[src/rtl/fight_pkg.sv]
// Shared definitions for the fight controller: state codes, option codes,
// skill damage table, LFSR seed and the per-tick HP reduction step.
package fight_pkg;

  // Scene state codes, as seen by the renderer
  typedef enum logic [2:0] {
    ST_IDLE           = 3'd0,
    ST_MENU           = 3'd1,
    ST_CHOOSING_SKILL = 3'd2,
    ST_ANIMATION_P1   = 3'd3,
    ST_ANIMATION_P2   = 3'd4,
    ST_HPREDUCING_P1  = 3'd5,
    ST_HPREDUCING_P2  = 3'd6,
    ST_GAME_OVER      = 3'd7
  } fight_state_e;

  // Option cursor codes on a 2x2 grid: 1 2 / 3 4
  localparam logic [3:0] OPT_1 = 4'd1;
  localparam logic [3:0] OPT_2 = 4'd2;
  localparam logic [3:0] OPT_3 = 4'd3;
  localparam logic [3:0] OPT_4 = 4'd4;

  // Winner codes
  localparam logic [1:0] WIN_NONE = 2'd0;
  localparam logic [1:0] WIN_P1   = 2'd1;
  localparam logic [1:0] WIN_P2   = 2'd2;

  // Power-on value of the P2 skill LFSR
  localparam logic [7:0] LFSR_SEED = 8'hA5;

  // Result of one HP-reduction tick
  typedef struct packed {
    logic [7:0] hp;
    logic [7:0] dmg;
    logic       ko;    // player HP is (now) zero
    logic       done;  // no damage left to apply
  } hp_step_t;

  // Damage dealt by skill 1..4; anything else deals nothing
  function automatic logic [7:0] skill_damage(input logic [3:0] skill);
    logic [7:0] dmg;
    case (skill)
      OPT_1:   dmg = 8'd10;
      OPT_2:   dmg = 8'd20;
      OPT_3:   dmg = 8'd35;
      OPT_4:   dmg = 8'd50;
      default: dmg = 8'd0;
    endcase
    return dmg;
  endfunction

  // Toggle the grid column (1<->2, 3<->4)
  function automatic logic [3:0] opt_toggle_col(input logic [3:0] opt);
    logic [3:0] idx;
    idx    = opt - 4'd1;
    idx[0] = ~idx[0];
    return {2'b00, idx[1:0]} + 4'd1;
  endfunction

  // Toggle the grid row (1<->3, 2<->4)
  function automatic logic [3:0] opt_toggle_row(input logic [3:0] opt);
    logic [3:0] idx;
    idx    = opt - 4'd1;
    idx[1] = ~idx[1];
    return {2'b00, idx[1:0]} + 4'd1;
  endfunction

  // One tick of HP reduction. A knocked-out player wins over remaining
  // damage; zero remaining damage ends the phase without touching HP.
  function automatic hp_step_t hp_step(input logic [7:0] hp, input logic [7:0] dmg);
    hp_step_t r;
    r.hp   = hp;
    r.dmg  = dmg;
    r.ko   = 1'b0;
    r.done = 1'b0;
    if (hp == 8'd0) begin
      r.ko = 1'b1;
    end else if (dmg == 8'd0) begin
      r.done = 1'b1;
    end else begin
      r.hp   = hp - 8'd1;
      r.dmg  = dmg - 8'd1;
      r.ko   = (r.hp == 8'd0);
      r.done = (r.dmg == 8'd0);
    end
    return r;
  endfunction

endpackage

[src/rtl/fight_lfsr8.sv]
// 8-bit Fibonacci LFSR (taps 8,6,5,4) used to pick the P2 skill.
// Loads SEED while reset is asserted and shifts on every enabled clock.
module fight_lfsr8 #(
  parameter logic [7:0] SEED = 8'hA5
) (
  input  logic       clk,
  input  logic       rst_n,
  input  logic       en,
  output logic [7:0] lfsr_q
);

  logic [7:0] lfsr_d;
  logic       feedback;

  // Next LFSR value: shift left, feedback from the tap bits into bit 0
  always_comb begin
    feedback = lfsr_q[7] ^ lfsr_q[5] ^ lfsr_q[4] ^ lfsr_q[3];
    lfsr_d   = lfsr_q;
    if (en) begin
      lfsr_d = {lfsr_q[6:0], feedback};
    end
  end

  // LFSR register, seeded on reset
  always_ff @(posedge clk or negedge rst_n) begin
    if (!rst_n) begin
      lfsr_q <= SEED;
    end else begin
      lfsr_q <= lfsr_d;
    end
  end

endmodule

[src/rtl/fight_controller.sv]
// Turn-based fight scene controller: menu navigation, skill selection,
// tick-paced attack animations and HP drain, winner detection.
// Optional build macro P2_RANDOM_SKILL_EN: P2 skill comes from an LFSR;
// without it P2 mirrors the last P1 skill.
module fight_controller
  import fight_pkg::*;
#(
  parameter int ANIM_TICKS = 30,
  parameter int HP_MAX     = 200
) (
  input  logic       clk,
  input  logic       rst_n,
  input  logic       tick,
  input  logic       start,
  input  logic [7:0] p1_init_hp,
  input  logic [7:0] p2_init_hp,
  input  logic       key_up,
  input  logic       key_down,
  input  logic       key_left,
  input  logic       key_right,
  input  logic       key_enter,
  output logic [5:0] fight_state,
  output logic [3:0] option_state,
  output logic [7:0] p1_cur_hp,
  output logic [7:0] p2_cur_hp,
  output logic [1:0] winner
);

  localparam int              CNT_W    = (ANIM_TICKS > 1) ? $clog2(ANIM_TICKS) : 1;
  localparam logic [CNT_W-1:0] CNT_LAST = CNT_W'(ANIM_TICKS - 1);
  localparam logic [7:0]      HP_CAP   = 8'(HP_MAX);

  fight_state_e     state_q,    state_d;
  logic [3:0]       option_q,   option_d;
  logic [7:0]       p1_hp_q,    p1_hp_d;
  logic [7:0]       p2_hp_q,    p2_hp_d;
  logic [1:0]       winner_q,   winner_d;
  logic [CNT_W-1:0] anim_cnt_q, anim_cnt_d;
  logic [7:0]       dmg_q,      dmg_d;
  logic [3:0]       p1_skill_q, p1_skill_d;

  logic [3:0] p2_skill;
  logic [3:0] nav_option;
  hp_step_t   p1_step;
  hp_step_t   p2_step;

`ifdef P2_RANDOM_SKILL_EN
  logic [7:0] lfsr_value;

  fight_lfsr8 #(
    .SEED(LFSR_SEED)
  ) u_lfsr (
    .clk    (clk),
    .rst_n  (rst_n),
    .en     (1'b1),
    .lfsr_q (lfsr_value)
  );

  assign p2_skill = {2'b00, lfsr_value[1:0]} + 4'd1;
`else
  assign p2_skill = p1_skill_q;
`endif

  // Load value for HP, clamped to the full bar width
  function automatic logic [7:0] clamp_hp(input logic [7:0] hp);
    return (hp > HP_CAP) ? HP_CAP : hp;
  endfunction

  // Cursor move from arrow keys; up > down > left > right, one key only
  always_comb begin
    nav_option = option_q;
    if (key_up || key_down) begin
      nav_option = opt_toggle_row(option_q);
    end else if (key_left || key_right) begin
      nav_option = opt_toggle_col(option_q);
    end
  end

  // One reduction tick for each player; only the active phase uses its result
  always_comb begin
    p1_step = hp_step(p1_hp_q, dmg_q);
    p2_step = hp_step(p2_hp_q, dmg_q);
  end

  // Next-state logic for the whole fight sequence
  always_comb begin
    state_d    = state_q;
    option_d   = option_q;
    p1_hp_d    = p1_hp_q;
    p2_hp_d    = p2_hp_q;
    winner_d   = winner_q;
    anim_cnt_d = anim_cnt_q;
    dmg_d      = dmg_q;
    p1_skill_d = p1_skill_q;

    case (state_q)
      ST_IDLE, ST_GAME_OVER: begin
        if (start) begin
          state_d    = ST_MENU;
          option_d   = OPT_1;
          p1_hp_d    = clamp_hp(p1_init_hp);
          p2_hp_d    = clamp_hp(p2_init_hp);
          winner_d   = WIN_NONE;
          anim_cnt_d = '0;
          dmg_d      = 8'd0;
        end
      end

      ST_MENU: begin
        // Enter consumes the cycle even when it selects nothing
        if (key_enter) begin
          if (option_q == OPT_1) begin
            state_d  = ST_CHOOSING_SKILL;
            option_d = OPT_1;
          end
        end else begin
          option_d = nav_option;
        end
      end

      ST_CHOOSING_SKILL: begin
        if (key_enter) begin
          p1_skill_d = option_q;
          dmg_d      = skill_damage(option_q);
          anim_cnt_d = '0;
          state_d    = ST_ANIMATION_P1;
        end else begin
          option_d = nav_option;
        end
      end

      ST_ANIMATION_P1, ST_ANIMATION_P2: begin
        if (tick) begin
          if (anim_cnt_q == CNT_LAST) begin
            anim_cnt_d = '0;
            state_d    = (state_q == ST_ANIMATION_P1) ? ST_HPREDUCING_P2
                                                      : ST_HPREDUCING_P1;
          end else begin
            anim_cnt_d = anim_cnt_q + 1'b1;
          end
        end
      end

      ST_HPREDUCING_P2: begin
        if (tick) begin
          p2_hp_d = p2_step.hp;
          dmg_d   = p2_step.dmg;
          if (p2_step.ko) begin
            state_d  = ST_GAME_OVER;
            winner_d = WIN_P1;
          end else if (p2_step.done) begin
            // P2 picks its counter-attack on entry to its animation
            state_d    = ST_ANIMATION_P2;
            dmg_d      = skill_damage(p2_skill);
            anim_cnt_d = '0;
          end
        end
      end

      ST_HPREDUCING_P1: begin
        if (tick) begin
          p1_hp_d = p1_step.hp;
          dmg_d   = p1_step.dmg;
          if (p1_step.ko) begin
            state_d  = ST_GAME_OVER;
            winner_d = WIN_P2;
          end else if (p1_step.done) begin
            state_d  = ST_MENU;
            option_d = OPT_1;
          end
        end
      end

      default: begin
        state_d = ST_IDLE;
      end
    endcase
  end

  // State and output registers; reset aborts any battle in progress
  always_ff @(posedge clk or negedge rst_n) begin
    if (!rst_n) begin
      state_q    <= ST_IDLE;
      option_q   <= OPT_1;
      p1_hp_q    <= 8'd0;
      p2_hp_q    <= 8'd0;
      winner_q   <= WIN_NONE;
      anim_cnt_q <= '0;
      dmg_q      <= 8'd0;
      p1_skill_q <= 4'd0;
    end else begin
      state_q    <= state_d;
      option_q   <= option_d;
      p1_hp_q    <= p1_hp_d;
      p2_hp_q    <= p2_hp_d;
      winner_q   <= winner_d;
      anim_cnt_q <= anim_cnt_d;
      dmg_q      <= dmg_d;
      p1_skill_q <= p1_skill_d;
    end
  end

  assign fight_state  = {3'b000, state_q};
  assign option_state = option_q;
  assign p1_cur_hp    = p1_hp_q;
  assign p2_cur_hp    = p2_hp_q;
  assign winner       = winner_q;

endmodule

[config.mk]
export PLATFORM = sky130hd
export DESIGN_NAME = fight_controller
export DESIGN_NICKNAME = d
export VERILOG_FILES = /design/src/rtl/fight_pkg.sv /design/src/rtl/fight_lfsr8.sv /design/src/rtl/fight_controller.sv
export SDC_FILE = /design/constraint.sdc
export NUM_CORES = 1
export LEC_CHECK = 0
export ABC_AREA = 1
export BUFFER_PORTS_ARGS = -buffer_cell sky130_fd_sc_hd__buf_2
export CAP_MARGIN = 10
export CORE_MARGIN = 2
export CORE_UTILIZATION = 40
export DETAILED_ROUTE_END_ITERATION = 8
export PLACE_DENSITY_LB_ADDON = 0.25
export REMOVE_ABC_BUFFERS = 1
export SYNTH_ARGS = -nofsm -noshare
export SYNTH_HDL_FRONTEND = slang
export SYNTH_SLANG_ARGS = --single-unit
[constraint.sdc]
create_clock -name clk -period 2.13 [get_ports clk]
set_input_delay 0 -clock clk [delete_from_list [all_inputs] [get_ports clk]]
set_output_delay 0 -clock clk [all_outputs]
set_load 0.1 [all_outputs]
==> flow_summary_export.csv, run 1 <==
group,metric,value,unit
run_status,status,"completed",
synthesis,yosys_warnings,0,
routing,top_layer_used,"met4",
setup_path,cp_slowest_cell,"dfrtp_2",
worst_hold_path,hold_start,"p2_init_hp[6]",
floorplanning,dieArea,9480,µm²
floorplanning,initial_core_util,40.6,%
sta,fmax,0.491,GHz
setup_path,rrSetupSlack,90,ps
sta,finalCritPeriodShare,95.7,%
setup_path,cp_top_family,"simple AND/OR/NAND/NOR gates",
sta,finalHoldViolations,0,
layout,multi_input_area,2220,µm²
setup_path,worstSetupStartpointType,"flop",
clock_network,cts_buffers,5,
synthesis,synthCells,517,
placed_design,pre_cts_ws,-16.6,ps
grt,grt_max_degree,22,
clock_network,clk_pin_slew,90,ps
setup_path,crit_fanout,8,
floorplanning,die_x,97.4,µm
routing,drc_errors,0,
setup_path,r2r.worst_path.cells,14,
synthesis,syn-cell-area,3490,µm²
routing,ant_nets,0,
setup_path,required,2320,ps
sta,drv_slew,0,
sta,worst_pin_slew,489,ps
sta,period_needed,2040,ps
clock_network,cts_tree,"done",
setup_path,cp_slowest_stage_delay,440,ps
layout,area_growth,21.2,%
setup_path,crit_chain,"inv_2 -> ha_4 -> xnor2_2 -> nand2_1 -> nor2_2 -> nand2_1 -> nor2_2 -> nand3_2 -> nand3_4 -> inv_6 -> o21ai_4 -> inv_4 -> nand2_1 -> o21ai_1",
placed_design,io_buffers,49,
clock_network,insertion_delay,300,ps
layout,fill_cells,874,
routing,wl,9510,µm
routing,wl_met3,423,µm
clock_network,root_buffer,"clkbuf_8",
synthesis,avgSynthCellArea,6.74,µm²
grt,antenna_found_initial,0,
clock_network,cts_sinks,42,
sta,rsz0062_at_grt,"yes",
placed_design,dp_hpwl,7360,µm
setup_path,cp-end-kind,"flop",
setup_path,path_class,"flop to flop",
grt,grt.total_usage,19.9,%
floorplanning,ioPinCount,53,
sta,clock_skew,17.2,ps
grt,overflow,0,
layout,fin_nets,637,
routing,wl_met1,4330,µm
grt,grt_pass1_wl,15800,µm
layout,drive_gt1_share,23.9,%
routing,drt-initial-drc-count,158,
setup_path,r2r-end,"anim_cnt_q[1]",
sta,maxSlewHeadroom,67.1,%
routing,vias,3645,
flow_run,cap_violations,0,
grt,grt_pass1_vias,3443,
synthesis,synth_cell_types,45,
setup_path,cp.arrival,2230,ps
setup_path,worst-path-buf-inv,3,
worst_hold_path,min_delay_worst_endpoint,"p2_cur_hp[6]",
routing,wl_per_cell,13.5,µm
sta,setup_ws,92.0,ps
placed_design,globalplace.congestion,0.946,
floorplanning,coreArea,8590,µm²
layout,seqCellArea,1060,µm²
routing,via_per_inst,5.16,
setup_path,r2r_start,"p2_cur_hp[1]",
clock_network,cts_max_level,2,
floorplanning,fp.dieH,97.4,µm
worst_hold_path,hold_depth,5,
sta,setup_violations,0,
synthesis,yosys_register_bits,42,
worst_hold_path,hp-class,"primary input to flop",
clock_network,clock_path_buffers,2,
routing,firstDrtPassIters,5,
layout,diodes,0,
floorplanning,core.rowCount,34,
synthesis,ys_seq_area_share,30.2,%
routing,route.met2.wl,4610,µm
setup_path,crit_top_cell,"nand2_1",
## area by class of cell
type	instances	share of cell area (%)
multi-input cells	404	52.5
clock buffers	6	1.72
clock inverters	2	0.326
inverters	64	5.86
well taps	108	3.20
flip-flops and latches	42	25.0
repair buffers	80	11.4
## cell families (layout without fill, tap and decap cells)
logic type / Yosys count / after routing / share of synthesized area (%)
xor gates and xnor gates: 12 / 12 / 3.02
adders and majority gates: 15 / 15 / 5.38
and+or+nand+nor: 286 / 286 / 37.3
AOI/OAI and AO/OA: 87 / 87 / 15.2
muxes: 1 / 1 / 0.323
DFF: 42 / 42 / 30.2
buffers and inverters: 73 / 152 / 8.51
other: 1 / 3 / 0.108
## Yosys cell counts, drive strengths merged
cell     instances  area (µm²)
conb             1        3.75
o31ai            2        15.0
a32oi            2        17.5
mux2             1        11.3
a21boi           1        11.3
xnor2            4        35.0
o21ai           47         250
a21oi           14        70.1
dfstp            1        26.3
nand3           39         223
nor2            64         313
a31oi            2        12.5
nand4           11        68.8
a22oi            6        45.0
nand2          158         611
xor2             8        70.1
nand3b           1        7.51
a211oi           2        27.5
nor3             9        50.1
nor3b            1        7.51
clkbuf           2        7.51
o2111ai          1        15.0
o22ai            8        50.1
ha              15         188
o32ai            1        8.76
buf              7        43.8
dfrtp           41        1030
inv             64         245
o21bai           1        7.51
nor4             3        18.8
## tightest hold or removal path, stage by stage
cell	delay, ps
buf_2	90
nand2_1	50
nand2_1	60
nand2_1	40
o21ai_0	60
## through the flow
| stage | hold WS (ps) | utilization [%] | std cells | cell area, µm² | setup TNS [ps] |
|---|---|---|---|---|---|
| final | 18.7 | 49.2 | 706 | 4230 | 0 |
| after global routing | 30.8 | 49.2 | 706 | 4230 | -268 |
| after CTS | 9.14 | 47.9 | 702 | 4120 | 0 |
| after detailed placement | -191 | 46.8 | 693 | 4020 | -30.7 |
| after global placement | -194 | 46.8 | 693 | 4020 | 0 |
| after floorplan | -296 | - | 510 | 3440 | -23470 |
## worst max-delay path by stage
stage | startpoint | end | slack (ps) | cells after the start
global placement | dmg_q[0] | dmg_q[1] | 70 | 14
CTS | dmg_q[1] | dmg_q[1] | 40 | 14
detailed placement | dmg_q[0] | dmg_q[1] | -20 | 14
global route | p2_cur_hp[1] | anim_cnt_q[1] | -60 | 14
floorplan | state_q[0] | dmg_q[2] | -970 | 11
finish | p2_cur_hp[1] | anim_cnt_q[1] | 90 | 14
## registers in the layout, indices dropped and copies added, names as in the netlist
register / flops
p1_cur_hp: 8
p1_skill_q: 4
state_q: 3
anim_cnt_q: 5
winner: 2
option_state: 4
dmg_q: 8
p2_cur_hp: 8
## placed cells by master, fill, tap and decap left out, types with 3 or more instances in the layout
cell        n
nand4_1    11
nand2_2     6
o22ai_1     8
nand2_1   151
buf_2      49
o21ai_1     9
xor2_1      8
buf_4      30
nor3_1      8
nor2_2     10
nor4_1      3
inv_2       7
nand3_2     4
nor2_4      9
clkbuf_8    5
inv_1      55
ha_1       13
conb_1      3
nor2_1     45
dfrtp_1    37
o21ai_0    35
dfrtp_2     4
a22oi_1     6
nand3_1    34
a21oi_1    14
## layer usage
layer	vias to the layer above	track usage, %
met5	-	0
met4	0	5.88
met3	15	3.24
met2	85	34.3
met1	1693	25.7
li1	1852	-
## timing repair
action	CTS	global route
pin swaps	0	8
hold endpoints to repair	42	0
endpoints found under the setup margin	7	29
hold buffers	1	0
setup buffers	0	4
gates resized for setup	2	23
Power of run 1 is not shown: default switching activity piles up to over one toggle a cycle in this logic, so the estimate is an artifact.
==> run 2: changes to the inputs <==
==> constraint.sdc (replaced) <==
create_clock -name clk -period 1.8 [get_ports clk]
set_input_delay 0 -clock clk [delete_from_list [all_inputs] [get_ports clk]]
set_output_delay 0 -clock clk [all_outputs]
set_load 0.1 [all_outputs]
==> flow_summary_export.csv, run 2 (synthesized netlist as in run 1, its figures left out) <==
group,metric,value,unit
run_status,status,"finished with violations",
run_status,violations,"negative hold slack, negative setup slack",
floorplanning,initial_core_util,40.6,%
setup_path,cp.arrival,2260,ps
floorplanning,dieArea,9480,µm²
layout,drive_gt1_share,41.6,%
sta,whs,-5.04,ps
sta,period_needed,2030,ps
clock_network,insertion_delay,310,ps
clock_network,cts_sinks,42,
clock_network,cts_max_level,2,
sta,drv_slew,0,
layout,area_growth,50.1,%
setup_path,r2r.worst_path.cells,14,
floorplanning,coreArea,8590,µm²
setup_path,required,2040,ps
setup_path,path_class,"flop to flop",
grt,grt_pass1_vias,3923,
routing,wl_per_cell,13.7,µm
sta,rsz0062_at_grt,"yes",
floorplanning,ioPinCount,53,
routing,drc_errors,0,
routing,top_layer_used,"met4",
grt,grt_max_degree,24,
routing,wl_met3,328,µm
routing,firstDrtPassIters,4,
clock_network,root_buffer,"clkbuf_8",
grt,grt_pass1_wl,17800,µm
clock_network,cts_tree,"done",
layout,multi_input_area,2480,µm²
grt,overflow,0,
sta,setup_violations,26,
setup_path,rrSetupSlack,-230,ps
setup_path,cp-end-kind,"flop",
placed_design,io_buffers,49,
sta,setup_ws,-226,ps
sta,fmax,0.494,GHz
routing,ant_nets,0,
layout,fin_nets,719,
grt,antenna_found_initial,0,
setup_path,crit_fanout,5,
routing,vias,4051,
worst_hold_path,hp-class,"primary input to flop",
sta,fin_setup_tns,-3120,ps
sta,finalHoldViolations,1,
clock_network,clk_pin_slew,100,ps
placed_design,globalplace.congestion,0.877,
layout,diodes,0,
placed_design,dp_hpwl,7980,µm
flow_run,cap_violations,0,
sta,finalCritPeriodShare,113,%
routing,drt-initial-drc-count,156,
worst_hold_path,hold_depth,3,
sta,maxSlewHeadroom,65.9,%
clock_network,cts_buffers,5,
sta,clock_skew,18.2,ps
setup_path,worstSetupStartpointType,"flop",
routing,wl_met1,4830,µm
layout,layout_commonest_cell,"nand2_1",
routing,wl,10800,µm
floorplanning,core.rowCount,34,
layout,seqCellArea,1060,µm²
routing,route.met2.wl,5470,µm
sta,worst_pin_slew,507,ps
floorplanning,die_x,97.4,µm
floorplanning,fp.dieH,97.4,µm
routing,via_per_inst,5.14,
grt,grt.total_usage,22.3,%
layout,fill_cells,793,
clock_network,clock_path_buffers,2,
layout,layout_common_cells,"128 x nand2_1, 93 x buf_4, 49 x inv_1, 49 x buf_2, 37 x nor2_1",
## run 2: cell types whose count changed in the layout (fill, tap and decap cells not counted), moves of 8 or more
cell     previous run  this run
buf_4              30        93
nand2_1           151       128
nand2_2             6        25
o21ai_0            35        16
buf_6               0        16
o21ai_1             9        21
nor2_1             45        37
## run 2: timing repair
item                       CTS  global route
pin swaps                   26            26
setup endpoints to repair   33            38
cloned                       0             0
resized for setup           59            76
buffers inserted            10            15
hold buffers                 1             0
hold endpoints to repair    18             0
## run 2: critical path: stages (launching register included)
cell and delay [ps]:
dfrtp_1 410, inv_2 120, ha_4 180, xnor2_2 130, nand3_1 110, nor2_2 140
nand3_2 100, nand2_4 110, nand3_4 130, buf_4 180, a21oi_1 110, nand2_1 70
nand2_1 60, nand2_1 50, nand2_1 50
## run 2: path summary, 6_finish.rpt
kind,startpoint,endpoint
max in group asynchronous,rst_n,dmg_q[3]
max,dmg_q[0],dmg_q[4]
min in group asynchronous,rst_n,p2_cur_hp[1]
max reg2reg,dmg_q[0],dmg_q[4]
min,p1_init_hp[6],p1_cur_hp[6]
min reg2reg,winner[1],winner[1]
## run 2: routing by layer
metal | vias to the layer above | global-route usage (%)
met5 | - | 0
met4 | 0 | 5.98
met3 | 17 | 2.73
met2 | 81 | 38.2
met1 | 1936 | 29.7
li1 | 2017 | -
## run 2: layout make-up
cell class / instances / share of cell area (%)
clock inverters: 3 / 0.765
flip-flops and latches: 42 / 20.2
inverters: 64 / 4.83
multi-input cells: 404 / 47.5
well taps: 108 / 2.58
clock buffers: 5 / 1.31
repair buffers: 162 / 22.8
## run 2: per-stage QoR
stage	cells	area (µm²)	hold WS [ps]	utilization, %	setup WS [ps]
4_1_cts	773	4880	15.6	56.8	-155
3_5_place_dp	754	4500	-15.3	52.4	-313
5_1_grt	788	5230	10.6	60.9	-366
3_3_place_gp	754	4500	-14.5	52.4	-190
6_report	788	5230	-5.04	60.9	-226
2_1_floorplan	510	3440	-296	-	-1300
Power of run 2 is left out for the same reason.
==> run 3: changes to the inputs <==
--- a/config.mk
+++ b/config.mk
@@ -9,7 +9,7 @@
 export BUFFER_PORTS_ARGS = -buffer_cell sky130_fd_sc_hd__buf_2
 export CAP_MARGIN = 10
 export CORE_MARGIN = 2
-export CORE_UTILIZATION = 40
+export CORE_UTILIZATION = 43
 export DETAILED_ROUTE_END_ITERATION = 8
 export PLACE_DENSITY_LB_ADDON = 0.25
 export REMOVE_ABC_BUFFERS = 1
==> flow_summary_export.csv, run 3 (synthesized netlist as in run 1, its figures left out) <==
group,metric,value,unit
grt,grt_max_degree,23,
setup_path,worstSetupStartpointType,"flop",
setup_path,path_class,"flop to flop",
routing,vias,4092,
flow_run,cap_violations,0,
clock_network,clock_path_buffers,2,
clock_network,insertion_delay,310,ps
routing,via_per_inst,5.23,
sta,finalCritPeriodShare,114,%
run_status,violations,"negative setup slack",
sta,setup_ws,-258,ps
sta,maxSlewHeadroom,62.2,%
sta,finalHoldViolations,0,
layout,layout_commonest_cell,"nand2_1",
clock_network,cts_buffers,5,
floorplanning,core.rowCount,32,
routing,wl,11500,µm
worst_hold_path,min_delay_worst_endpoint,"p1_cur_hp[5]",
setup_path,r2r.worst_path.cells,13,
setup_path,cp_slowest_cell,"dfrtp_1",
setup_path,rrSetupSlack,-260,ps
routing,wl_per_cell,14.7,µm
sta,worst_pin_slew,566,ps
setup_path,cp_top_family,"simple AND/OR/NAND/NOR gates",
run_status,status,"finished with violations",
placed_design,io_buffers,49,
sta,clock_skew,9.16,ps
placed_design,pre_cts_ws,-286,ps
routing,drc_errors,0,
grt,grt_pass1_wl,17300,µm
layout,drive_gt1_share,44.6,%
setup_path,cp-end-kind,"flop",
grt,antenna_found_initial,0,
clock_network,root_buffer,"clkbuf_8",
sta,whs,7.92,ps
setup_path,worst-path-buf-inv,3,
grt,grt_pass1_vias,3851,
setup_path,r2r-end,"anim_cnt_q[4]",
sta,drv_slew,0,
setup_path,crit_fanout,6,
sta,fin_setup_tns,-3790,ps
sta,period_needed,2060,ps
layout,diodes,0,
floorplanning,initial_core_util,44.6,%
layout,layout_common_cells,"122 x nand2_1, 92 x buf_4, 51 x inv_1",
floorplanning,ioPinCount,53,
clock_network,cts_max_level,2,
layout,area_growth,54.0,%
clock_network,clk_pin_slew,80,ps
grt,grt.total_usage,24.6,%
floorplanning,fp.dieH,94.0,µm
floorplanning,dieArea,8840,µm²
routing,ant_nets,0,
sta,setup_violations,29,
routing,drt-initial-drc-count,233,
clock_network,cts_tree,"done",
setup_path,required,2000,ps
sta,fmax,0.486,GHz
setup_path,cp.arrival,2250,ps
placed_design,globalplace.congestion,0.875,
floorplanning,coreArea,7810,µm²
setup_path,crit_chain,"inv_2 -> ha_4 -> nand3_2 -> o21ai_2 -> nand2_1 -> nor2_2 -> nand3_2 -> nand3_4 -> inv_4 -> o21ai_4 -> inv_4 -> nand2_2 -> o21ai_2",
worst_hold_path,hp-class,"primary input to flop",
placed_design,dp_hpwl,7820,µm
sta,rsz0062_at_grt,"yes",
worst_hold_path,hold_start,"p1_init_hp[5]",
setup_path,cp_slowest_stage_delay,420,ps
floorplanning,die_x,94.0,µm
worst_hold_path,hold_depth,3,
routing,firstDrtPassIters,7,
grt,overflow,0,
layout,fin_nets,720,
setup_path,r2r_start,"p2_cur_hp[1]",
clock_network,cts_sinks,42,
## run 3: tightest hold or removal path: stages
cell	delay [ps]
buf_2	90
a32oi_1	80
o21ai_1	100
## run 3: worst max-delay path by stage
stage	startpoint	end	slack [ps]	cells past startpoint
2_1_floorplan	state_q[0]	dmg_q[2]	-1300	11
3_3_place_gp	dmg_q[0]	dmg_q[4]	-230	14
6_report	p2_cur_hp[1]	anim_cnt_q[4]	-260	13
3_5_place_dp	dmg_q[0]	dmg_q[4]	-290	14
5_1_grt	p2_cur_hp[1]	anim_cnt_q[4]	-380	13
4_1_cts	p2_cur_hp[1]	anim_cnt_q[1]	-140	15
## run 3: area by class of cell
cell class,count,area (µm²)
repair buffers,163,1250
fillers,604,2440
multi-input cells,404,2590
inverters,64,248
flip-flops and latches,42,1060
well taps,102,128
clock buffers,8,90.1
## run 3: routing by layer
metal | up-vias | track usage [%] | wire length (µm)
met5 | - | 0 | 0
met4 | 0 | 7.85 | 228
met3 | 20 | 3.77 | 543
met2 | 126 | 42.1 | 5990
met1 | 1926 | 31.6 | 4740
li1 | 2020 | - | -
## run 3: metrics by stage
step	cell area [µm²]	instances	utilization [%]
floorplan	3440	510	-
global placement	4540	747	58.1
detailed placement	4540	747	58.1
CTS	4910	770	62.9
global route	5370	783	68.8
finish	5370	783	68.8
## run 3: timing repair
item,CTS,global route
gates resized for setup,47,106
buffers inserted,16,12
hold endpoints to repair,19,0
gates cloned,0,1
hold buffers,1,0
setup endpoints to repair,36,38
pin swaps,27,31
Power of run 3 is left out for the same reason.
